<file path="src/rtl/life_keys_pkg.sv">
// Shared key codes, button indices and the priority encoder helpers for life_keys.
package life_keys_pkg;

  localparam logic [2:0] KEY_NONE  = 3'd0;
  localparam logic [2:0] KEY_UP    = 3'd1;
  localparam logic [2:0] KEY_DOWN  = 3'd2;
  localparam logic [2:0] KEY_LEFT  = 3'd3;
  localparam logic [2:0] KEY_RIGHT = 3'd4;
  localparam logic [2:0] KEY_FLIP  = 3'd5;

  localparam int BTN_UP    = 0;
  localparam int BTN_DOWN  = 1;
  localparam int BTN_LEFT  = 2;
  localparam int BTN_RIGHT = 3;
  localparam int BTN_FLIP  = 4;
  localparam int NUM_BTN   = 5;

  // One-hot of the winning request: flip > up > down > left > right.
  function automatic logic [4:0] pick_winner(input logic [4:0] req);
    logic [4:0] win;
    if (req[BTN_FLIP]) begin
      win = 5'b10000;
    end else if (req[BTN_UP]) begin
      win = 5'b00001;
    end else if (req[BTN_DOWN]) begin
      win = 5'b00010;
    end else if (req[BTN_LEFT]) begin
      win = 5'b00100;
    end else if (req[BTN_RIGHT]) begin
      win = 5'b01000;
    end else begin
      win = 5'b00000;
    end
    return win;
  endfunction

  // Key code for a one-hot winner; anything else maps to KEY_NONE.
  function automatic logic [2:0] winner_code(input logic [4:0] win);
    logic [2:0] code;
    case (win)
      5'b00001: code = KEY_UP;
      5'b00010: code = KEY_DOWN;
      5'b00100: code = KEY_LEFT;
      5'b01000: code = KEY_RIGHT;
      5'b10000: code = KEY_FLIP;
      default:  code = KEY_NONE;
    endcase
    return code;
  endfunction

endpackage

</file>
<file path="src/rtl/life_keys_debounce.sv">
// One button: 2-flop synchroniser, debouncer, registered press/repeat event pulse.
module life_debounce #(
  parameter int unsigned DEBOUNCE      = 10,
  parameter int unsigned DEB_W         = 20,
  parameter int unsigned REPEAT_DELAY  = 12_000_000,
  parameter int unsigned REPEAT_PERIOD = 3_000_000,
  parameter int unsigned REP_W         = 24
) (
  input  logic clk,
  input  logic reset,
  input  logic btn_i,
  input  logic rep_en,
  output logic event_o
);

  logic             sync1_q, sync1_d;
  logic             sync2_q, sync2_d;
  logic             stable_q, stable_d;
  logic [DEB_W-1:0] deb_cnt_q, deb_cnt_d;
  logic [REP_W-1:0] rep_cnt_q, rep_cnt_d;
  logic             rep_first_q, rep_first_d;
  logic             event_q, event_d;
  logic             press_s;
  logic             fire_s;
  logic [REP_W-1:0] rep_limit_s;

  // Next-state: synchroniser shift, debounce counting, repeat timing.
  always_comb begin
    sync1_d     = btn_i;
    sync2_d     = sync1_q;
    stable_d    = stable_q;
    deb_cnt_d   = deb_cnt_q;
    rep_cnt_d   = rep_cnt_q;
    rep_first_d = rep_first_q;
    fire_s      = 1'b0;

    // Accept the new level once it has differed for DEBOUNCE consecutive cycles.
    if (sync2_q != stable_q) begin
      if (deb_cnt_q == DEB_W'(DEBOUNCE - 1)) begin
        stable_d  = sync2_q;
        deb_cnt_d = '0;
      end else begin
        deb_cnt_d = deb_cnt_q + 1'b1;
      end
    end else begin
      deb_cnt_d = '0;
    end

    press_s     = stable_d & ~stable_q;
    rep_limit_s = rep_first_q ? REP_W'(REPEAT_DELAY) : REP_W'(REPEAT_PERIOD);

    // Counter value 0 means idle; the press loads 1 so it reaches the limit
    // exactly REPEAT_DELAY cycles after the press pulse.
    if (press_s) begin
      rep_cnt_d   = rep_en ? REP_W'(1) : '0;
      rep_first_d = 1'b1;
    end else if (!rep_en || !stable_d || (rep_cnt_q == '0)) begin
      rep_cnt_d = '0;
    end else if (rep_cnt_q == rep_limit_s) begin
      fire_s      = 1'b1;
      rep_cnt_d   = REP_W'(1);
      rep_first_d = 1'b0;
    end else begin
      rep_cnt_d = rep_cnt_q + 1'b1;
    end

    event_d = press_s | fire_s;
  end

  // State register with synchronous reset.
  always_ff @(posedge clk) begin
    if (reset) begin
      sync1_q     <= 1'b0;
      sync2_q     <= 1'b0;
      stable_q    <= 1'b0;
      deb_cnt_q   <= '0;
      rep_cnt_q   <= '0;
      rep_first_q <= 1'b0;
      event_q     <= 1'b0;
    end else begin
      sync1_q     <= sync1_d;
      sync2_q     <= sync2_d;
      stable_q    <= stable_d;
      deb_cnt_q   <= deb_cnt_d;
      rep_cnt_q   <= rep_cnt_d;
      rep_first_q <= rep_first_d;
      event_q     <= event_d;
    end
  end

  assign event_o = event_q;

endmodule

</file>
<file path="src/rtl/life_keys.sv">
// Key encoder: five debounced buttons -> pending set -> one key code per cycle.
module life_keys
  import life_keys_pkg::*;
#(
  parameter int unsigned DEBOUNCE      = 10,
  parameter int unsigned DEB_W         = 20,
  parameter int unsigned REPEAT_DELAY  = 12_000_000,
  parameter int unsigned REPEAT_PERIOD = 3_000_000,
  parameter int unsigned REP_W         = 24
) (
  input  logic       clk,
  input  logic       reset,
  input  logic [4:0] btn,
  input  logic       rep_en,
  output logic [2:0] keys
);

  logic [4:0] evt_s;
  logic [4:0] req_s;
  logic [4:0] win_s;
  logic [4:0] pending_q, pending_d;
  logic [2:0] keys_q, keys_d;

  for (genvar i = 0; i < NUM_BTN; i++) begin : g_btn
    // Flip never auto-repeats, so its repeat enable is tied low.
    life_debounce #(
      .DEBOUNCE      (DEBOUNCE),
      .DEB_W         (DEB_W),
      .REPEAT_DELAY  (REPEAT_DELAY),
      .REPEAT_PERIOD (REPEAT_PERIOD),
      .REP_W         (REP_W)
    ) u_deb (
      .clk     (clk),
      .reset   (reset),
      .btn_i   (btn[i]),
      .rep_en  ((i == BTN_FLIP) ? 1'b0 : rep_en),
      .event_o (evt_s[i])
    );
  end

  // Serve the highest-priority request; the rest stay pending.
  always_comb begin
    req_s     = pending_q | evt_s;
    win_s     = pick_winner(req_s);
    keys_d    = winner_code(win_s);
    pending_d = req_s & ~win_s;
  end

  // Pending set and registered key output.
  always_ff @(posedge clk) begin
    if (reset) begin
      pending_q <= 5'b00000;
      keys_q    <= KEY_NONE;
    end else begin
      pending_q <= pending_d;
      keys_q    <= keys_d;
    end
  end

  assign keys = keys_q;

endmodule

</file>
<file path="config.mk">
export PLATFORM = sky130hd
export DESIGN_NAME = life_keys
export DESIGN_NICKNAME = d
export VERILOG_FILES = /design/src/rtl/life_keys_pkg.sv /design/src/rtl/life_keys_debounce.sv /design/src/rtl/life_keys.sv
export SDC_FILE = /design/constraint.sdc
export NUM_CORES = 1
export LEC_CHECK = 0
export ABC_AREA = 1
export ABC_CLOCK_PERIOD_IN_PS = 3300
export BUFFER_PORTS_ARGS = -buffer_cell sky130_fd_sc_hd__buf_2
export CAP_MARGIN = 20
export CORE_UTILIZATION = 30
export DETAILED_ROUTE_END_ITERATION = 6
export RECOVER_POWER = 100
export SYNTH_ARGS = -nofsm -noshare
export SYNTH_HDL_FRONTEND = slang
export SYNTH_SLANG_ARGS = --single-unit
export TNS_END_PERCENT = 1
</file>
<file path="constraint.sdc">
create_clock -name clk -period 3.3 [get_ports clk]
set_input_delay 0.165 -clock clk [delete_from_list [all_inputs] [get_ports clk]]
set_output_delay 0.165 -clock clk [all_outputs]
set_load 0.05 [all_outputs]
</file>
; After elaboration in Yosys (flattened, before gate mapping)
; Index checks and enable logic that the tools add are counted.
; W data, S select, Z words.
[op_classes]
eq_ne = 23
n_reduce_logical = 30
n_bitwise = 22
n_addsub = 9
mux = 57
[ops]
columns = operator, count
row1 = $mux W24, 16
row2 = $add A20 B1 Y20 const B, 5
row3 = $eq A20 B4 Y1 const B, 5
row4 = $add A24 B1 Y24 const B, 4
row5 = $eq A24 B24 Y1, 4
row6 = $logic_not A24 Y1, 4
row7 = $mux W1, 35
row8 = $mux W4, 4
row9 = $pmux W3 S5, 1
row10 = $reduce_or A3 Y1, 5
row11 = $not A1 Y1, 10
row12 = $logic_or A1 B1 Y1, 8
row13 = $ne A2 B1 Y1 const B, 4
row14 = $reduce_and A2 Y1, 4
row15 = $reduce_bool A2 Y1, 4
row16 = $and A1 B1 Y1, 5
row17 = $and A5 B5 Y5, 1
row18 = $eq A5 B1 Y1 const B, 1
row19 = $eq A5 B2 Y1 const B, 1
row20 = $eq A5 B3 Y1 const B, 1
row21 = $eq A5 B4 Y1 const B, 1
row22 = $eq A5 B5 Y1 const B, 1
row23 = $logic_not A1 Y1, 5
row24 = $mux W5, 1
row25 = 4 further kinds, 11
[totals]
wordCells = 176
regBits = 228

; Logic depth before layout (Yosys ltp)
[logic_depth]
ltp_word = 9
depth_mapped = 13
mapped_depth_nobuf = 13

; Cells and area by module
; From an unflattened synthesis, not the netlist that was laid out.
[hier_totals]
hier_cells = 2074
area_unflattened_um2 = 14528.9
[by_module_without_submodules]
columns = module, area_each_um2, n_inst, cells_per_inst, seq_area_each_um2
row1 = life_debounce, 2842.7, 5, 407, 980.9
row2 = life_keys, 315.3, 1, 39, 140.1

; Worst setup path after synthesis
; No wires, ideal clock.
[synth_path]
kind = flip-flop to flip-flop
start = register g_btn[0].u_deb.rep_cnt_q[0]
end = register g_btn[0].u_deb.rep_cnt_q[16]
stages_incl_launch_ff = 10
arrival_time_ns = 1.484
setup_slack_ns = 1.698
setup_time_ns = 0.118
required_ns = 3.182
period_less_slack_ns = 1.602
cell_sequence = dfxtp_1 > ha_1 > nand2_1 > nor2_4 > nand2_1 > nor2_1 > nand2_1 > nor2_1 > xor2_1 > nor3_1
[synth_between]
elab_chain_cells = 4
[synth_lines]
columns = item, line_no
row1 = start: declaration, life_keys_debounce.sv:20  ; logic [REP_W-1:0] rep_cnt_q, rep_cnt_d;
row2 = start signal: assignment, life_keys_debounce.sv:85  ; rep_cnt_q <= rep_cnt_d;
row3 = $add A24 B1 Y24 (tied with other cells), life_keys_debounce.sv:64  ; rep_cnt_d = rep_cnt_q + 1'b1;
row4 = $mux W24 / $logic_or A1 B1 Y1 (equally long branches), "life_keys_debounce.sv:59, life_keys_debounce.sv:57"
row5 = $mux W24 *, life_keys_debounce.sv:57  ; end else if (!rep_en || !stable_d || (rep_cnt_q == '0)) begin
row6 = $mux W24 *, life_keys_debounce.sv:54  ; if (press_s) begin
; Every way passes the cells marked *; elsewhere a longest branch is shown, timed or not.
; A chain may end at the register's enable or synchronous reset.

; Worst setup path after layout
[layout_path]
start = register g_btn[3].u_deb.rep_cnt_q[0]
end = register g_btn[3].u_deb.rep_cnt_q[20]
[layout_between]
elab_chain_cells = 4
[layout_lines]
columns = item, line_no
row1 = start: declaration, life_keys_debounce.sv:20
row2 = start signal: assignment, life_keys_debounce.sv:85
row3 = $add A24 B1 Y24 (tied with other cells), life_keys_debounce.sv:64
row4 = $mux W24 / $logic_or A1 B1 Y1 (equally long branches), "life_keys_debounce.sv:59, life_keys_debounce.sv:57"
row5 = $mux W24 *, life_keys_debounce.sv:57
row6 = $mux W24 *, life_keys_debounce.sv:54
; Marks and branches as above.

==> run summary <==
GRT overflow: 0
Combinational share of power: 1.1%
FFs w/ async S/R, synth: 0%
Critical Path AT: 3.00 ns
Largest net degree at the start of global routing: 28
Max VDD drop: 0.000355 V
P_sw: 1210 uW
Area contributors post-synth: dfxtp_1, nand2_1, nor2_1
Synth cell count leaders: nand2_1, nor2_1, dfxtp_1
Register bit total from synthesis: 227
EDFF count, synth: 0
TritonCTS Buffers: 27
Min Tclk post-route: 2.52 ns
Initial Utilization: 30.7%
Post-route ant nets: 0
Clock power share: 51.3%
Peak per-stage delay on the critical path: 0.57 ns
Worst Min Path Start: reset
DR DRC count: 0
IO buf count: 10
Global-route wire length before repair: 46500 um
GRT Util Overall: 12.9%
Synthesized instance count: 1775
Total iterations of the first detailed-routing run: 7
Sw frac: 20.9%
Yosys warnings: 0
Cell taking the most area after synthesis: dfxtp_1
CP top delay family: simple AND/OR/NAND/NOR gates
Detailed Route WL: 26600 um
Worst Setup Start Kind: flip-flop
CTS sink count: 227
Status: completed
Tightest Hold Check Type: in2reg
FMAX: 396 MHz
DR vias: 10809
Clk_lat worst skew: 0.53 ns
Fin. Hold Viols: 0
RSZ-0062 raised after global routing: false
Die Wd: 205 um
RePlAce Congestion: 0.920
CP startpoint: g_btn[3].u_deb.rep_cnt_q[0]
FP Rows: 73
Final Cell Area: 13600 um^2
Ant. Diodes: 0
Power share of the sequential group: 47.6%
Crit-path max FO: 17
Final Non-Filler Cells: 2335
Slowest-stage cell, CP: nor2_1
Hold WS: 0.124 ns
Synth cell types: 43
CTS tree: built
# H-tree levels: 1
Pint: 4580 uW
Average vias per placed instance: 4.63
Layout cells sized above 1: 6.63%
Max cap viols: 0
Worst R2R Start: g_btn[3].u_deb.rep_cnt_q[0]
Vias in the first global route: 10139
Seq/Total Area, Yosys: 36.9%
Clock tree buffer depth: 3
Slew Limit Headroom: 43.8%
Kind of critical path: reg2reg
Core box area: 40100 um^2
Drt wl/cell: 11.4 um
Required @ worst endpoint: 3.78 ns
Power per Cell Area: 425 nW/um^2
Final period utilization: 76.5%
CP Cell Sequence: inv_1 > ha_1 > inv_1 > nor2_1 > nand2_1 > nor2_1 > nand3_1 > nand2_1 > nor2_1 > nand2_1 > nor2_1 > and2_1
Max Clock Skew: 0.0112 ns
Clock tree root driver cell: clkbuf_16
Setup_tns: 0 ns
Most frequent CP cell: nor2_1
Post-DP HPWL: 19400 um
Die height: 205 um
Leading cell type by number of instances after synthesis: nand2_1
Initial antenna violation count: 0
Die area: 41800 um^2
Nets@finish: 1815
PostCTS Resize Cnt: 0
Bufs and invs on worst path: 2
Worst Tran Pin Value: 0.840 ns
Top-area cell type share of the netlist area: 36.9%
Main synth FF type: dfxtp_1
Setup-failing EPs final: 0
Clock transition at the registers of the reported paths: 0.06 ns
Dpl cell area: 12800 um^2
# IOs: 11
Syn avg cell area: 6.93 um^2
Syn Nets: 1801
DRT iter0 DRCs: 639
Combined area of all synthesized cells: 12300 um^2
P&R area growth vs syn: 10.6%
Leakage: 0.00501 uW
Placed cells: 2279
Max Slew Vio Count: 0
Worst Setup End Kind: flip-flop
-- cells by family (layout without fill, tap and decap cells) --
group,after synthesis,count (layout),share of synthesized area (%)
adders and majority gates,18,18,1.83
buffers and inverters,260,295,8.55
AOI/OAI and AO/OA,109,109,4.72
DFF,227,227,36.9
xor gates and xnor gates,91,91,6.48
and+or+nand+nor,1070,1070,41.5
-- worst register-to-register path: stages, from the launching register on --
cell and delay (ns):
dfxtp_1 0.43, inv_1 0.12, ha_1 0.22, inv_1 0.06, nor2_1 0.04, nand2_1 0.06
nor2_1 0.04, nand3_1 0.07, nand2_1 0.08, nor2_1 0.16, nand2_1 0.42, nor2_1 0.57
and2_1 0.20
-- final timing paths --
kind                            slack (ns)  cells past startpoint                      endpoint
worst max-delay path                  0.78                     12  g_btn[3].u_deb.rep_cnt_q[20]
worst min-delay path                  0.12                      3        g_btn[2].u_deb.sync1_q
worst max register to register        0.78                     12  g_btn[3].u_deb.rep_cnt_q[20]
worst min register to register        0.40                      2        g_btn[4].u_deb.sync2_q
-- metal layers --
metal | part of all wire (%) | wire (um) | GRT usage, %
met5 | 0 | 0 | 0
met4 | 2.4 | 641 | 3.62
met3 | 3.0 | 790 | 1.69
met2 | 44 | 11800 | 21.2
met1 | 50 | 13400 | 17.6
-- cell type report --
cell class,instances,area (um^2)
timing repair buffer,18,121
clock buffer,37,743
tap,525,657
clock inverter,13,153
fill,4235,26500
inverter,227,852
sequential,227,4540
multi-input combinational,1288,6540
-- power by group through the flow --
stage	combinational [uW]	clock, uW	sequential [uW]
after detailed placement	61.7	0	2810
after global routing	71.3	3180	2750
after global placement	61.1	0	2810
after CTS	67.0	3060	2750
final	62.6	2970	2750
after floorplan	45.4	0	2810
-- cell usage in the layout (no fill, tap or decap), types with 6 or more instances in the layout --
cell type,n
clkbuf_1,10
buf_2,7
nor3b_1,29
and2_1,9
nand3_1,119
xnor2_1,20
o21ai_0,26
dfxtp_1,227
o21a_1,6
inv_1,221
nand3_2,7
xor2_1,71
nor4_1,12
nor2_1,291
nor2_2,19
nor3_1,126
nand2_1,355
nor3_2,10
nand2_2,11
nor2_4,8
ha_1,18
clkbuf_16,27
nand4_1,44
dlygate4sd3_1,6
a21oi_1,67
and2_0,11
clkinv_2,6
-- flip-flops by register name, indices dropped and copies added (netlist names) --
signal,count
g_btn.u_deb.deb_cnt_q,100
g_btn.u_deb.event_o,5
g_btn.u_deb.rep_cnt_q,96
g_btn.u_deb.rep_first_q,4
g_btn.u_deb.stable_q,5
g_btn.u_deb.sync1_q,5
g_btn.u_deb.sync2_q,5
keys,3
pending_q,4
-- per-stage QoR --
stage | setup slack, ns | total power [uW] | util [%]
CTS | 1.22 | 5880 | 34.4
floorplan | 1.70 | 2860 | -
finish | 0.776 | 5790 | 33.9
global placement | 1.21 | 2880 | 32.0
detailed placement | 1.16 | 2880 | 32.0
global route | 0.502 | 6000 | 33.9
-- repair_timing --
item | CTS | global route
setup buffers | 0 | 0
endpoints found under the hold margin | 6 | 0
hold buffers | 6 | 0
Power figures use the tool's default switching activity.
